File: src/rtl/mac_lane_seq_pkg.sv
// Shared types and default widths for the MAC-lane sequencer.
package mac_lane_seq_pkg;

  localparam int MAC_SEQ_ACC_W   = 16;
  localparam int MAC_SEQ_OFM_W   = 16;
  localparam int MAC_SEQ_STALL_W = 32;

  typedef enum logic [2:0] {
    IDLE  = 3'd0,
    BIAS  = 3'd1,
    ACC   = 3'd2,
    DRAIN = 3'd3,
    DONE  = 3'd4
  } mac_seq_state_e;

  typedef struct packed {
    logic [MAC_SEQ_ACC_W-1:0] acc_len;
    logic [MAC_SEQ_OFM_W-1:0] ofm_cnt;
  } mac_seq_cfg_t;

  typedef struct packed {
    mac_seq_state_e             state;
    logic [MAC_SEQ_ACC_W-1:0]   beat_cnt;
    logic [MAC_SEQ_OFM_W-1:0]   ofm_idx;
    logic [MAC_SEQ_STALL_W-1:0] stall_cnt;
    logic                       busy;
  } mac_seq_monitor;

endpackage

File: src/rtl/mac_lane_seq_if.sv
// Control/status bundle of one MAC-lane sequencer; the data buses are routed elsewhere.
interface mac_lane_seq_if
  import mac_lane_seq_pkg::*;
#(
  parameter int ACC_W = MAC_SEQ_ACC_W,
  parameter int OFM_W = MAC_SEQ_OFM_W
) ();

  logic             i_cfg_valid;
  logic             o_cfg_ready;
  logic [ACC_W-1:0] i_cfg_acc_len;
  logic [OFM_W-1:0] i_cfg_ofm_cnt;
  logic             i_abort;

  logic             i_up_ifm_valid;
  logic             i_up_wfm_valid;
  logic             i_up_bias_valid;
  logic             o_up_ifm_ready;
  logic             o_up_wfm_ready;
  logic             o_up_bias_ready;

  logic             o_lane_ifm_valid;
  logic             o_lane_wfm_valid;
  logic             o_lane_bias_valid;
  logic             i_lane_ifm_ready;
  logic             i_lane_wfm_ready;
  logic             i_lane_bias_ready;

  logic             i_lane_ofm_valid;
  logic             i_dn_ofm_ready;
  logic             o_lane_ofm_ready;
  logic             o_dn_ofm_valid;

  logic             o_acc_last;
  logic             o_done;
  logic             o_cfg_err;
  mac_seq_monitor   o_monitor;

  modport slave (
    input  i_cfg_valid, i_cfg_acc_len, i_cfg_ofm_cnt, i_abort,
    input  i_up_ifm_valid, i_up_wfm_valid, i_up_bias_valid,
    input  i_lane_ifm_ready, i_lane_wfm_ready, i_lane_bias_ready,
    input  i_lane_ofm_valid, i_dn_ofm_ready,
    output o_cfg_ready,
    output o_up_ifm_ready, o_up_wfm_ready, o_up_bias_ready,
    output o_lane_ifm_valid, o_lane_wfm_valid, o_lane_bias_valid,
    output o_lane_ofm_ready, o_dn_ofm_valid,
    output o_acc_last, o_done, o_cfg_err, o_monitor
  );

  modport master (
    output i_cfg_valid, i_cfg_acc_len, i_cfg_ofm_cnt, i_abort,
    output i_up_ifm_valid, i_up_wfm_valid, i_up_bias_valid,
    output i_lane_ifm_ready, i_lane_wfm_ready, i_lane_bias_ready,
    output i_lane_ofm_valid, i_dn_ofm_ready,
    input  o_cfg_ready,
    input  o_up_ifm_ready, o_up_wfm_ready, o_up_bias_ready,
    input  o_lane_ifm_valid, o_lane_wfm_valid, o_lane_bias_valid,
    input  o_lane_ofm_ready, o_dn_ofm_valid,
    input  o_acc_last, o_done, o_cfg_err, o_monitor
  );

endinterface

File: src/rtl/mac_lane_seq_hs_join2.sv
// Two-input valid/ready join: a beat moves only when both producers and both consumers agree.
module mac_hs_join2 (
  input  logic en,
  input  logic a_valid,
  input  logic b_valid,
  input  logic a_ready,
  input  logic b_ready,
  output logic out_valid,
  output logic in_ready
);

  // Upstream ready also requires both valids so neither side can fire alone.
  assign out_valid = en & a_valid & b_valid;
  assign in_ready  = out_valid & a_ready & b_ready;

endmodule

File: src/rtl/mac_lane_seq.sv
// MAC-lane sequencer: per command runs ofm_cnt jobs of bias, acc_len ifm/wfm beats, one ofm beat,
// gating the lane handshakes by state and reporting progress on a monitor struct.
module mac_lane_seq
  import mac_lane_seq_pkg::*;
#(
  parameter int ACC_W   = MAC_SEQ_ACC_W,
  parameter int OFM_W   = MAC_SEQ_OFM_W,
  parameter int STALL_W = MAC_SEQ_STALL_W
) (
  input logic           clk,
  input logic           rst_n,
  mac_lane_seq_if.slave bus
);

  mac_seq_state_e   state, state_nxt;
  logic [ACC_W-1:0] acc_len, beat_cnt;
  logic [OFM_W-1:0] ofm_cnt, ofm_idx;
  logic [STALL_W-1:0] stall_cnt;

  logic in_bias, in_acc, in_drain, active;
  logic cfg_fire, cfg_zero, bias_fire, acc_fire, ofm_fire, step_fire;
  logic acc_last, job_last, join_valid;

  function automatic logic [STALL_W-1:0] sat_inc(input logic [STALL_W-1:0] v);
    return (&v) ? v : v + STALL_W'(1);
  endfunction

  assign in_bias  = (state == BIAS);
  assign in_acc   = (state == ACC);
  assign in_drain = (state == DRAIN);
  assign active   = in_bias | in_acc | in_drain;

  assign cfg_fire  = (state == IDLE) & bus.i_cfg_valid;
  assign cfg_zero  = (bus.i_cfg_acc_len == '0) | (bus.i_cfg_ofm_cnt == '0);
  assign bias_fire = in_bias & bus.i_up_bias_valid & bus.i_lane_bias_ready;
  assign ofm_fire  = in_drain & bus.i_lane_ofm_valid & bus.i_dn_ofm_ready;
  assign step_fire = bias_fire | acc_fire | ofm_fire;
  assign acc_last  = in_acc & (beat_cnt == acc_len - ACC_W'(1));
  assign job_last  = (ofm_idx == ofm_cnt - OFM_W'(1));

  mac_hs_join2 u_join (
    .en        (in_acc),
    .a_valid   (bus.i_up_ifm_valid),
    .b_valid   (bus.i_up_wfm_valid),
    .a_ready   (bus.i_lane_ifm_ready),
    .b_ready   (bus.i_lane_wfm_ready),
    .out_valid (join_valid),
    .in_ready  (acc_fire)
  );

  always_ff @(posedge clk or negedge rst_n) begin
    if (!rst_n) begin
      state     <= IDLE;
      acc_len   <= '0;
      ofm_cnt   <= '0;
      beat_cnt  <= '0;
      ofm_idx   <= '0;
      stall_cnt <= '0;
    end else begin
      state <= state_nxt;
      if (bus.i_abort) begin
        beat_cnt <= '0;
        ofm_idx  <= '0;
      end else if (cfg_fire) begin
        acc_len  <= bus.i_cfg_acc_len;
        ofm_cnt  <= bus.i_cfg_ofm_cnt;
        beat_cnt <= '0;
        ofm_idx  <= '0;
      end else begin
        if (bias_fire) beat_cnt <= '0;
        if (acc_fire) beat_cnt <= beat_cnt + ACC_W'(1);
        if (ofm_fire && !job_last) ofm_idx <= ofm_idx + OFM_W'(1);
      end
      // Stall history survives an abort; only a newly accepted command clears it.
      if (cfg_fire && !bus.i_abort) stall_cnt <= '0;
      else if (active && !step_fire) stall_cnt <= sat_inc(stall_cnt);
    end
  end

  always_comb begin
    state_nxt = state;
    if (bus.i_abort) begin
      state_nxt = IDLE;
    end else begin
      case (state)
        IDLE:    if (cfg_fire) state_nxt = cfg_zero ? DONE : BIAS;
        BIAS:    if (bias_fire) state_nxt = ACC;
        ACC:     if (acc_fire && acc_last) state_nxt = DRAIN;
        DRAIN:   if (ofm_fire) state_nxt = job_last ? DONE : BIAS;
        DONE:    state_nxt = IDLE;
        default: state_nxt = IDLE;
      endcase
    end
  end

  always_comb begin
    bus.o_cfg_ready       = (state == IDLE);
    bus.o_lane_bias_valid = in_bias & bus.i_up_bias_valid;
    bus.o_up_bias_ready   = in_bias & bus.i_lane_bias_ready;
    bus.o_lane_ifm_valid  = join_valid;
    bus.o_lane_wfm_valid  = join_valid;
    bus.o_up_ifm_ready    = acc_fire;
    bus.o_up_wfm_ready    = acc_fire;
    bus.o_dn_ofm_valid    = in_drain & bus.i_lane_ofm_valid;
    bus.o_lane_ofm_ready  = in_drain & bus.i_dn_ofm_ready;
    bus.o_acc_last        = acc_last;
    bus.o_done            = (state == DONE);
    bus.o_cfg_err         = cfg_fire & cfg_zero;
    bus.o_monitor.state     = state;
    bus.o_monitor.beat_cnt  = MAC_SEQ_ACC_W'(beat_cnt);
    bus.o_monitor.ofm_idx   = MAC_SEQ_OFM_W'(ofm_idx);
    bus.o_monitor.stall_cnt = MAC_SEQ_STALL_W'(stall_cnt);
    bus.o_monitor.busy      = (state != IDLE);
  end

endmodule

File: src/flat_wrapper.sv
// flat-port wrapper written by rule: the top's interface ports become plain ports
module mac_lane_seq_flat import mac_lane_seq_pkg::*;
#(
  parameter int ACC_W   = MAC_SEQ_ACC_W,
  parameter int OFM_W   = MAC_SEQ_OFM_W,
  parameter int STALL_W = MAC_SEQ_STALL_W
)
  (clk, rst_n, bus_i_cfg_valid, bus_i_cfg_acc_len, bus_i_cfg_ofm_cnt, bus_i_abort, bus_i_up_ifm_valid, bus_i_up_wfm_valid, bus_i_up_bias_valid, bus_i_lane_ifm_ready, bus_i_lane_wfm_ready, bus_i_lane_bias_ready, bus_i_lane_ofm_valid, bus_i_dn_ofm_ready, bus_o_cfg_ready, bus_o_up_ifm_ready, bus_o_up_wfm_ready, bus_o_up_bias_ready, bus_o_lane_ifm_valid, bus_o_lane_wfm_valid, bus_o_lane_bias_valid, bus_o_lane_ofm_ready, bus_o_dn_ofm_valid, bus_o_acc_last, bus_o_done, bus_o_cfg_err, bus_o_monitor);
  mac_lane_seq_if #(.ACC_W(ACC_W), .OFM_W(OFM_W)) bus_i ();
  input logic clk;
  input logic rst_n;
  input wire logic [$bits(bus_i.i_cfg_valid)-1:0] bus_i_cfg_valid;
  input wire logic [$bits(bus_i.i_cfg_acc_len)-1:0] bus_i_cfg_acc_len;
  input wire logic [$bits(bus_i.i_cfg_ofm_cnt)-1:0] bus_i_cfg_ofm_cnt;
  input wire logic [$bits(bus_i.i_abort)-1:0] bus_i_abort;
  input wire logic [$bits(bus_i.i_up_ifm_valid)-1:0] bus_i_up_ifm_valid;
  input wire logic [$bits(bus_i.i_up_wfm_valid)-1:0] bus_i_up_wfm_valid;
  input wire logic [$bits(bus_i.i_up_bias_valid)-1:0] bus_i_up_bias_valid;
  input wire logic [$bits(bus_i.i_lane_ifm_ready)-1:0] bus_i_lane_ifm_ready;
  input wire logic [$bits(bus_i.i_lane_wfm_ready)-1:0] bus_i_lane_wfm_ready;
  input wire logic [$bits(bus_i.i_lane_bias_ready)-1:0] bus_i_lane_bias_ready;
  input wire logic [$bits(bus_i.i_lane_ofm_valid)-1:0] bus_i_lane_ofm_valid;
  input wire logic [$bits(bus_i.i_dn_ofm_ready)-1:0] bus_i_dn_ofm_ready;
  output wire logic [$bits(bus_i.o_cfg_ready)-1:0] bus_o_cfg_ready;
  output wire logic [$bits(bus_i.o_up_ifm_ready)-1:0] bus_o_up_ifm_ready;
  output wire logic [$bits(bus_i.o_up_wfm_ready)-1:0] bus_o_up_wfm_ready;
  output wire logic [$bits(bus_i.o_up_bias_ready)-1:0] bus_o_up_bias_ready;
  output wire logic [$bits(bus_i.o_lane_ifm_valid)-1:0] bus_o_lane_ifm_valid;
  output wire logic [$bits(bus_i.o_lane_wfm_valid)-1:0] bus_o_lane_wfm_valid;
  output wire logic [$bits(bus_i.o_lane_bias_valid)-1:0] bus_o_lane_bias_valid;
  output wire logic [$bits(bus_i.o_lane_ofm_ready)-1:0] bus_o_lane_ofm_ready;
  output wire logic [$bits(bus_i.o_dn_ofm_valid)-1:0] bus_o_dn_ofm_valid;
  output wire logic [$bits(bus_i.o_acc_last)-1:0] bus_o_acc_last;
  output wire logic [$bits(bus_i.o_done)-1:0] bus_o_done;
  output wire logic [$bits(bus_i.o_cfg_err)-1:0] bus_o_cfg_err;
  output wire logic [$bits(bus_i.o_monitor)-1:0] bus_o_monitor;
  assign bus_i.i_cfg_valid = bus_i_cfg_valid;
  assign bus_i.i_cfg_acc_len = bus_i_cfg_acc_len;
  assign bus_i.i_cfg_ofm_cnt = bus_i_cfg_ofm_cnt;
  assign bus_i.i_abort = bus_i_abort;
  assign bus_i.i_up_ifm_valid = bus_i_up_ifm_valid;
  assign bus_i.i_up_wfm_valid = bus_i_up_wfm_valid;
  assign bus_i.i_up_bias_valid = bus_i_up_bias_valid;
  assign bus_i.i_lane_ifm_ready = bus_i_lane_ifm_ready;
  assign bus_i.i_lane_wfm_ready = bus_i_lane_wfm_ready;
  assign bus_i.i_lane_bias_ready = bus_i_lane_bias_ready;
  assign bus_i.i_lane_ofm_valid = bus_i_lane_ofm_valid;
  assign bus_i.i_dn_ofm_ready = bus_i_dn_ofm_ready;
  assign bus_o_cfg_ready = bus_i.o_cfg_ready;
  assign bus_o_up_ifm_ready = bus_i.o_up_ifm_ready;
  assign bus_o_up_wfm_ready = bus_i.o_up_wfm_ready;
  assign bus_o_up_bias_ready = bus_i.o_up_bias_ready;
  assign bus_o_lane_ifm_valid = bus_i.o_lane_ifm_valid;
  assign bus_o_lane_wfm_valid = bus_i.o_lane_wfm_valid;
  assign bus_o_lane_bias_valid = bus_i.o_lane_bias_valid;
  assign bus_o_lane_ofm_ready = bus_i.o_lane_ofm_ready;
  assign bus_o_dn_ofm_valid = bus_i.o_dn_ofm_valid;
  assign bus_o_acc_last = bus_i.o_acc_last;
  assign bus_o_done = bus_i.o_done;
  assign bus_o_cfg_err = bus_i.o_cfg_err;
  assign bus_o_monitor = bus_i.o_monitor;
  mac_lane_seq #(.ACC_W(ACC_W), .OFM_W(OFM_W), .STALL_W(STALL_W)) u_core (.clk(clk), .rst_n(rst_n), .bus(bus_i));
endmodule
File: config.mk
export PLATFORM = sky130hd
export DESIGN_NAME = mac_lane_seq_flat
export DESIGN_NICKNAME = d
export VERILOG_FILES = /design/src/rtl/mac_lane_seq_pkg.sv /design/src/rtl/mac_lane_seq_if.sv /design/src/rtl/mac_lane_seq_hs_join2.sv /design/src/rtl/mac_lane_seq.sv /design/src/flat_wrapper.sv
export SDC_FILE = /design/constraint.sdc
export NUM_CORES = 1
export LEC_CHECK = 0
export ABC_CLOCK_PERIOD_IN_PS = 3550
export BUFFER_PORTS_ARGS = -buffer_cell sky130_fd_sc_hd__buf_2
export CORE_MARGIN = 3
export CORE_UTILIZATION = 50
export DETAILED_ROUTE_END_ITERATION = 10
export GPL_TIMING_DRIVEN = 0
export PLACE_DENSITY_LB_ADDON = 0.05
export SLEW_MARGIN = 25
export SYNTH_ARGS = -nofsm -noshare
export SYNTH_HDL_FRONTEND = slang
export SYNTH_SLANG_ARGS = --single-unit
File: constraint.sdc
create_clock -name clk -period 3.55 [get_ports clk]
set_input_delay 1.065 -clock clk [delete_from_list [all_inputs] [get_ports clk]]
set_output_delay 1.065 -clock clk [all_outputs]
set_load 0.05 [all_outputs]
# Yosys cells after proc, flatten, opt, wreduce, memory -nomap -nowiden

Cells that the tools add are included.

Flip-flop bits (word level): 99
Input bits: 44
Output and inout port bits: 80
Logic and storage cells: 77

Add/subtract/negate cells: 5
Eq/ne operators: 11
Muxes and demuxes: 18
Bitwise gates (word level): 19
Reduce and logical (&&, ||, !) cells: 18

Operator list:

| kind                    | number |
|---|---|
| $mux W16                | 7 |
| $mux W32                | 3 |
| $add A16 B1 Y16 const B | 2 |
| $add A32 B1 Y32 const B | 1 |
| $eq A16 B16 Y1          | 2 |
| $logic_not A16 Y1       | 2 |
| $reduce_and A32 Y1      | 1 |
| $sub A16 B1 Y16 const B | 2 |
| $mux W3                 | 7 |
| $and A1 B1 Y1           | 13 |
| $pmux W3 S4             | 1 |
| $ne A3 B3 Y1 const B    | 3 |
| $eq A3 B2 Y1 const B    | 2 |
| $reduce_bool A3 Y1      | 2 |
| $or A1 B1 Y1            | 5 |
| $logic_and A1 B1 Y1     | 4 |
| $reduce_and A2 Y1       | 2 |
| $reduce_and A4 Y1       | 1 |
| $reduce_bool A4 Y1      | 1 |
| $eq A3 B1 Y1 const B    | 1 |
| $eq A3 B3 Y1 const B    | 1 |
| $logic_not A1 Y1        | 3 |
| $logic_not A3 Y1        | 1 |
| $ne A3 B2 Y1 const B    | 1 |
| other kinds (3)         | 3 |

# Longest topological paths before layout

Word-level depth: 11
Mapped depth: 12
Depth with buffers taken out: 10

# By module

Synthesis repeated with hierarchy kept, for this count alone.

Cells, all modules: 651
Area total of the unflattened synthesis: 5957.0 um^2

Modules (own cells, without submodules):

| module       | instances | cells each | area an instance (um^2) | seq. area each (um^2) |
|---|---|---|---|---|
| mac_lane_seq | 1         | 649        | 5939.4                  | 2477.4 |
| mac_hs_join2 | 1         | 2          | 17.5                    | 0.0 |

# Worst setup path after synthesis

OpenSTA, ideal clock, no wires.

Path kind: reg2out
Start point: register u_core.acc_len[0]
End point: output bus_o_acc_last
Data arrival time: 2.680 ns
Required time: 2.485 ns
Path slack: -0.195 ns
Stages on the path, launching flop included: 10
Buffers on the path: 1
Cells stage by stage: dfrtp_1 -> inv_1 -> ha_1 -> or4b_1 -> clkbuf_1 -> a2111oi_0 -> a21oi_1 -> o22a_1 -> a2111oi_0 -> and4_1

Cells in the longest elaborated chain, start to end: 3

RTL lines:

| what                     | line               | text |
|---|---|---|
| start: declaration       | mac_lane_seq.sv:16 | `logic [ACC_W-1:0] acc_len, beat_cnt;` |
| start signal: assignment | mac_lane_seq.sv:65 | `acc_len <= bus.i_cfg_acc_len;` |
| $sub A16 B1 Y16          | mac_lane_seq.sv:38 | `assign acc_last = in_acc & (beat_cnt == acc_len - ACC_W'(1));` |
| $eq A16 B16 Y1           | mac_lane_seq.sv:38 |  |
| $and A1 B1 Y1            | mac_lane_seq.sv:38 |  |
| end: declaration         | flat_wrapper.sv:33 | `output wire logic [$bits(bus_i.o_acc_last)-1:0] bus_o_acc_last;` |

Every way passes these cells.

# Worst setup path after layout

Start point: register u_core.acc_len[1]
End point: output bus_o_acc_last

Same word-level chain as after synthesis.

==> impl_metrics.xml <==
<?xml version="1.0" encoding="UTF-8"?>
<metrics>
  <group name="setup_path">
    <metric name="cell_breakdown_of_the_critical_path" unit="">inv_2 &gt; ha_4 &gt; or4b_4 &gt; a2111oi_4 &gt; a21oi_1 &gt; o22a_1 &gt; a2111oi_2 &gt; and4_4 &gt; buf_8</metric>
    <metric name="crit_family" unit="">simple AND/OR/NAND/NOR gates</metric>
    <metric name="crit_arrival" unit="ns">2.59</metric>
    <metric name="worst-r2r-setup-slack" unit="ns">0.35</metric>
    <metric name="critical_path_peak_fanout" unit="">3</metric>
    <metric name="worstPathBufferInverterCount" unit="">2</metric>
    <metric name="path_type_of_the_worst_setup_path" unit="">flip-flop to output port</metric>
    <metric name="critical-path-max-stage-delay" unit="ns">0.49</metric>
    <metric name="crit_path_end_kind" unit="">output port</metric>
    <metric name="critPathSlowestCell" unit="">or4b_4</metric>
    <metric name="crit_path_start_kind" unit="">flip-flop</metric>
    <metric name="required" unit="ns">2.48</metric>
  </group>
  <group name="power_and_ir_drop">
    <metric name="peakVddDrop" unit="mV">0.268</metric>
    <metric name="total_power" unit="W">0.00447</metric>
    <metric name="power_per_cell_area" unit="nW/um^2">609</metric>
    <metric name="static_leakage_power" unit="nW">3.31</metric>
  </group>
  <group name="place">
    <metric name="post-dp-hpwl" unit="um">12500</metric>
    <metric name="gpl.final_weighted_congestion" unit="">0.925</metric>
    <metric name="placedCellCount" unit="">931</metric>
    <metric name="place.port_buffers" unit="">122</metric>
  </group>
  <group name="synth">
    <metric name="synth_ff_type" unit="">dfrtp_1</metric>
    <metric name="postSynth.asyncResetShare" unit="%">100</metric>
    <metric name="syn_area" unit="sq um">6020</metric>
    <metric name="synthCells" unit="">665</metric>
    <metric name="synthesis.area_per_instance" unit="sq um">9.06</metric>
    <metric name="synth_edf_count" unit="">0</metric>
    <metric name="synth_area_leader" unit="">dfrtp_1</metric>
    <metric name="syn_nets" unit="">714</metric>
    <metric name="synth_sequential_area_ratio" unit="%">41.1</metric>
    <metric name="yosysWarnings" unit="">0</metric>
    <metric name="synth_top_area_cells" unit="">dfrtp_1, xnor2_1, mux2_2, xor2_1, nor2_1</metric>
    <metric name="synth.lib_cells_used.distinct" unit="">67</metric>
    <metric name="synth_top_cell_area_share" unit="%">41.1</metric>
    <metric name="synth-seq-cells" unit="">99</metric>
  </group>
  <group name="layout">
    <metric name="layout.cells.most_common_list" unit="">buf_2, dfrtp_1, nor2_1</metric>
    <metric name="drive_above_1_share" unit="%">26.8</metric>
    <metric name="post_layout_nonfiller_instances" unit="">959</metric>
    <metric name="mostFrequentLayoutCell" unit="">buf_2</metric>
    <metric name="synthesis_to_layout_area_growth" unit="%">21.8</metric>
    <metric name="nNetsFinal" unit="">861</metric>
    <metric name="fillerInstances" unit="">1032</metric>
    <metric name="antenna-diode-count" unit="">0</metric>
  </group>
  <group name="timing">
    <metric name="hold_slack" unit="ns">0.574</metric>
    <metric name="worst_pin_slew" unit="ns">0.943</metric>
    <metric name="finalCriticalPeriod" unit="ns">3.66</metric>
    <metric name="max_slew_margin" unit="%">37.1</metric>
    <metric name="rsz0062_at_grt" unit="">yes</metric>
    <metric name="skew_final" unit="ns">0.00792</metric>
    <metric name="timing.final.max_slew_violations" unit="">0</metric>
    <metric name="final-setup-viol-count" unit="">1</metric>
    <metric name="fmaxAchievable" unit="MHz">274</metric>
    <metric name="min_period_over_period" unit="%">103</metric>
    <metric name="finalWorstSetupSlack" unit="ns">-0.106</metric>
    <metric name="timing_hold_violations_final" unit="">0</metric>
  </group>
  <group name="routing">
    <metric name="drt-initial-drc-count" unit="">321</metric>
    <metric name="via_per_inst" unit="">5.82</metric>
    <metric name="routed-via-count" unit="">5579</metric>
    <metric name="drtAntennaViolNets" unit="">0</metric>
    <metric name="wl_per_cell" unit="um">17.4</metric>
    <metric name="totalWireLength" unit="um">16600</metric>
    <metric name="route.detailed.drc" unit="">0</metric>
    <metric name="firstDrtPassIters" unit="">5</metric>
  </group>
  <group name="clocking">
    <metric name="clock_tree.htree_level_count" unit="">3</metric>
    <metric name="tritoncts_num_sinks" unit="">99</metric>
    <metric name="clkLatencyLatePin" unit="ns">0.35</metric>
    <metric name="max-clock-path-buffers" unit="">2</metric>
    <metric name="cts.hold.buffers_added" unit="">0</metric>
    <metric name="clock_tree_root_driver_cell" unit="">clkbuf_16</metric>
    <metric name="cts_made_buffers" unit="">9</metric>
    <metric name="clk_transition_reported_paths" unit="ns">0.07</metric>
    <metric name="cts_tree" unit="">built</metric>
  </group>
  <group name="floorplan">
    <metric name="initial_core_util" unit="%">51.9</metric>
    <metric name="fp-row-count" unit="">39</metric>
    <metric name="die-area" unit="sq um">13400</metric>
    <metric name="die_span_in_y" unit="um">116</metric>
    <metric name="design.core.area" unit="sq um">11600</metric>
    <metric name="chipWidth" unit="um">116</metric>
    <metric name="io_pins" unit="">124</metric>
  </group>
  <group name="outcome">
    <metric name="violations" unit="">setup timing</metric>
    <metric name="run_status" unit="">finished with violations</metric>
  </group>
  <group name="global_route">
    <metric name="first_global_vias" unit="">5394</metric>
    <metric name="grt_max_degree" unit="">63</metric>
    <metric name="global_route_usage_sum" unit="%">25.4</metric>
    <metric name="grt_pass1_wl" unit="um">26800</metric>
    <metric name="grt_antenna_before_repair" unit="">0</metric>
    <metric name="grt.overflow.total" unit="">0</metric>
  </group>
  <group name="job">
    <metric name="maxCapViolations" unit="">0</metric>
  </group>
  <group name="worst_hold_path">
    <metric name="timing.hold.worst.class" unit="">flip-flop to flip-flop</metric>
  </group>
</metrics>
-- final cells by class --
cell class / instances / area, sq um / area share, %
sequential: 99 / 2480 / 33.9
clock inverter: 5 / 37.5 / 0.512
inverter: 16 / 60.1 / 0.819
timing repair buffer: 137 / 759 / 10.4
buffer: 24 / 110 / 1.50
tap: 143 / 179 / 2.44
clock buffer: 10 / 229 / 3.12
multi-input combinational: 525 / 3480 / 47.4
-- cells by family after synthesis --
| group | Yosys count | synth area share (%) |
|---|---|---|
| DFF | 99 | 41.1 |
| xor gates and xnor gates | 70 | 10.3 |
| buffers and inverters | 41 | 2.89 |
| AOI/OAI and AO/OA | 111 | 11.3 |
| and+or+nand+nor | 309 | 27.8 |
| muxes | 30 | 5.53 |
| adders and majority gates | 5 | 1.04 |
-- through the flow --
stage,setup WS [ns],instance area (sq um),TNS [ns],utilization [%]
after CTS,-0.0929,7330,-0.0929,63.2
after floorplan,-0.0942,6030,-0.0942,-
final,-0.106,7330,-0.106,63.2
after global routing,-0.187,7330,-0.187,63.2
after detailed placement,-0.452,6850,-0.452,59.0
after global placement,-0.479,6820,-0.479,58.7
-- power breakdown --
part           total [W]  switching, W  internal (W)
Clock           0.000909      0.000434      0.000475
Combinational    0.00186       0.00108      0.000777
Sequential       0.00170      0.000343       0.00135
-- timing repair --
action                                 in CTS  in global routing
buffers inserted                           14                  0
endpoints found under the hold margin       0                  0
setup endpoints to repair                   3                  1
resized for setup                          29                  0
pin swaps                                   9                  0
-- path summary, 6_finish.rpt --
check                                     start                    to  cells past startpoint
setup reg to reg              u_core.ofm_cnt[0]    u_core.ofm_idx[14]                     12
hold reg to reg            u_core.stall_cnt[22]  u_core.stall_cnt[22]                      2
hold / removal             u_core.stall_cnt[22]  u_core.stall_cnt[22]                      2
min in group asynchronous                 rst_n     u_core.ofm_cnt[6]                      1
setup / recovery              u_core.acc_len[1]        bus_o_acc_last                      9
max in group asynchronous                 rst_n     u_core.acc_len[8]                      2
-- sequential cells by signal (all words and copies together) (netlist names) --
register and cells:
u_core.stall_cnt 32, u_core.acc_len 16, u_core.beat_cnt 16, u_core.ofm_cnt 16, u_core.ofm_idx 16, u_core.state 3
-- metal layers --
metal | vias to the layer above | part of all wire [%] | global-route usage [%] | routed length (um)
met3 | 32 | 4.2 | 3.92 | 693
met5 | - | 0 | 0 | 0
li1 | 2696 | - | - | -
met2 | 145 | 49 | 42.1 | 8110
met4 | 0 | 2.5 | 10.1 | 416
met1 | 2706 | 45 | 33.4 | 7420
-- worst register-to-register path: cells and delay by family, from the launching register on --
kind	cells	cell delay, ns
AND/OR/NAND/NOR	6	1.50
buffers and inverters	3	0.61
flip-flops	1	0.43
AO/OA/AOI/OAI	1	0.22
XOR/XNOR	1	0.16
adder cells (fa/ha/maj)	1	0.14
-- synth_stat cells, types with 3 or more instances --
| cell type | n |
|---|---|
| xor2_1 | 32 |
| nor2b_1 | 5 |
| a211oi_1 | 3 |
| and4_1 | 7 |
| xnor2_1 | 37 |
| ha_1 | 5 |
| buf_2 | 4 |
| dfrtp_1 | 99 |
| nor3_2 | 3 |
| o21ai_1 | 5 |
| nand2b_1 | 11 |
| a41oi_1 | 3 |
| nor2_1 | 70 |
| or3_1 | 17 |
| mux2i_1 | 4 |
| nand3b_1 | 3 |
| and3_1 | 22 |
| nand3_1 | 26 |
| o21ai_0 | 41 |
| a2111oi_0 | 3 |
| inv_1 | 16 |
| and2_1 | 5 |
| or4_1 | 5 |
| a21oi_1 | 28 |
| nor4_1 | 18 |
| nand4_1 | 19 |
| clkbuf_1 | 16 |
| nor3_1 | 20 |
| o31ai_1 | 4 |
| mux2_2 | 26 |
| nand2_1 | 56 |
| nor3b_1 | 5 |
Note: power is estimated with default switching activity, not from simulation.
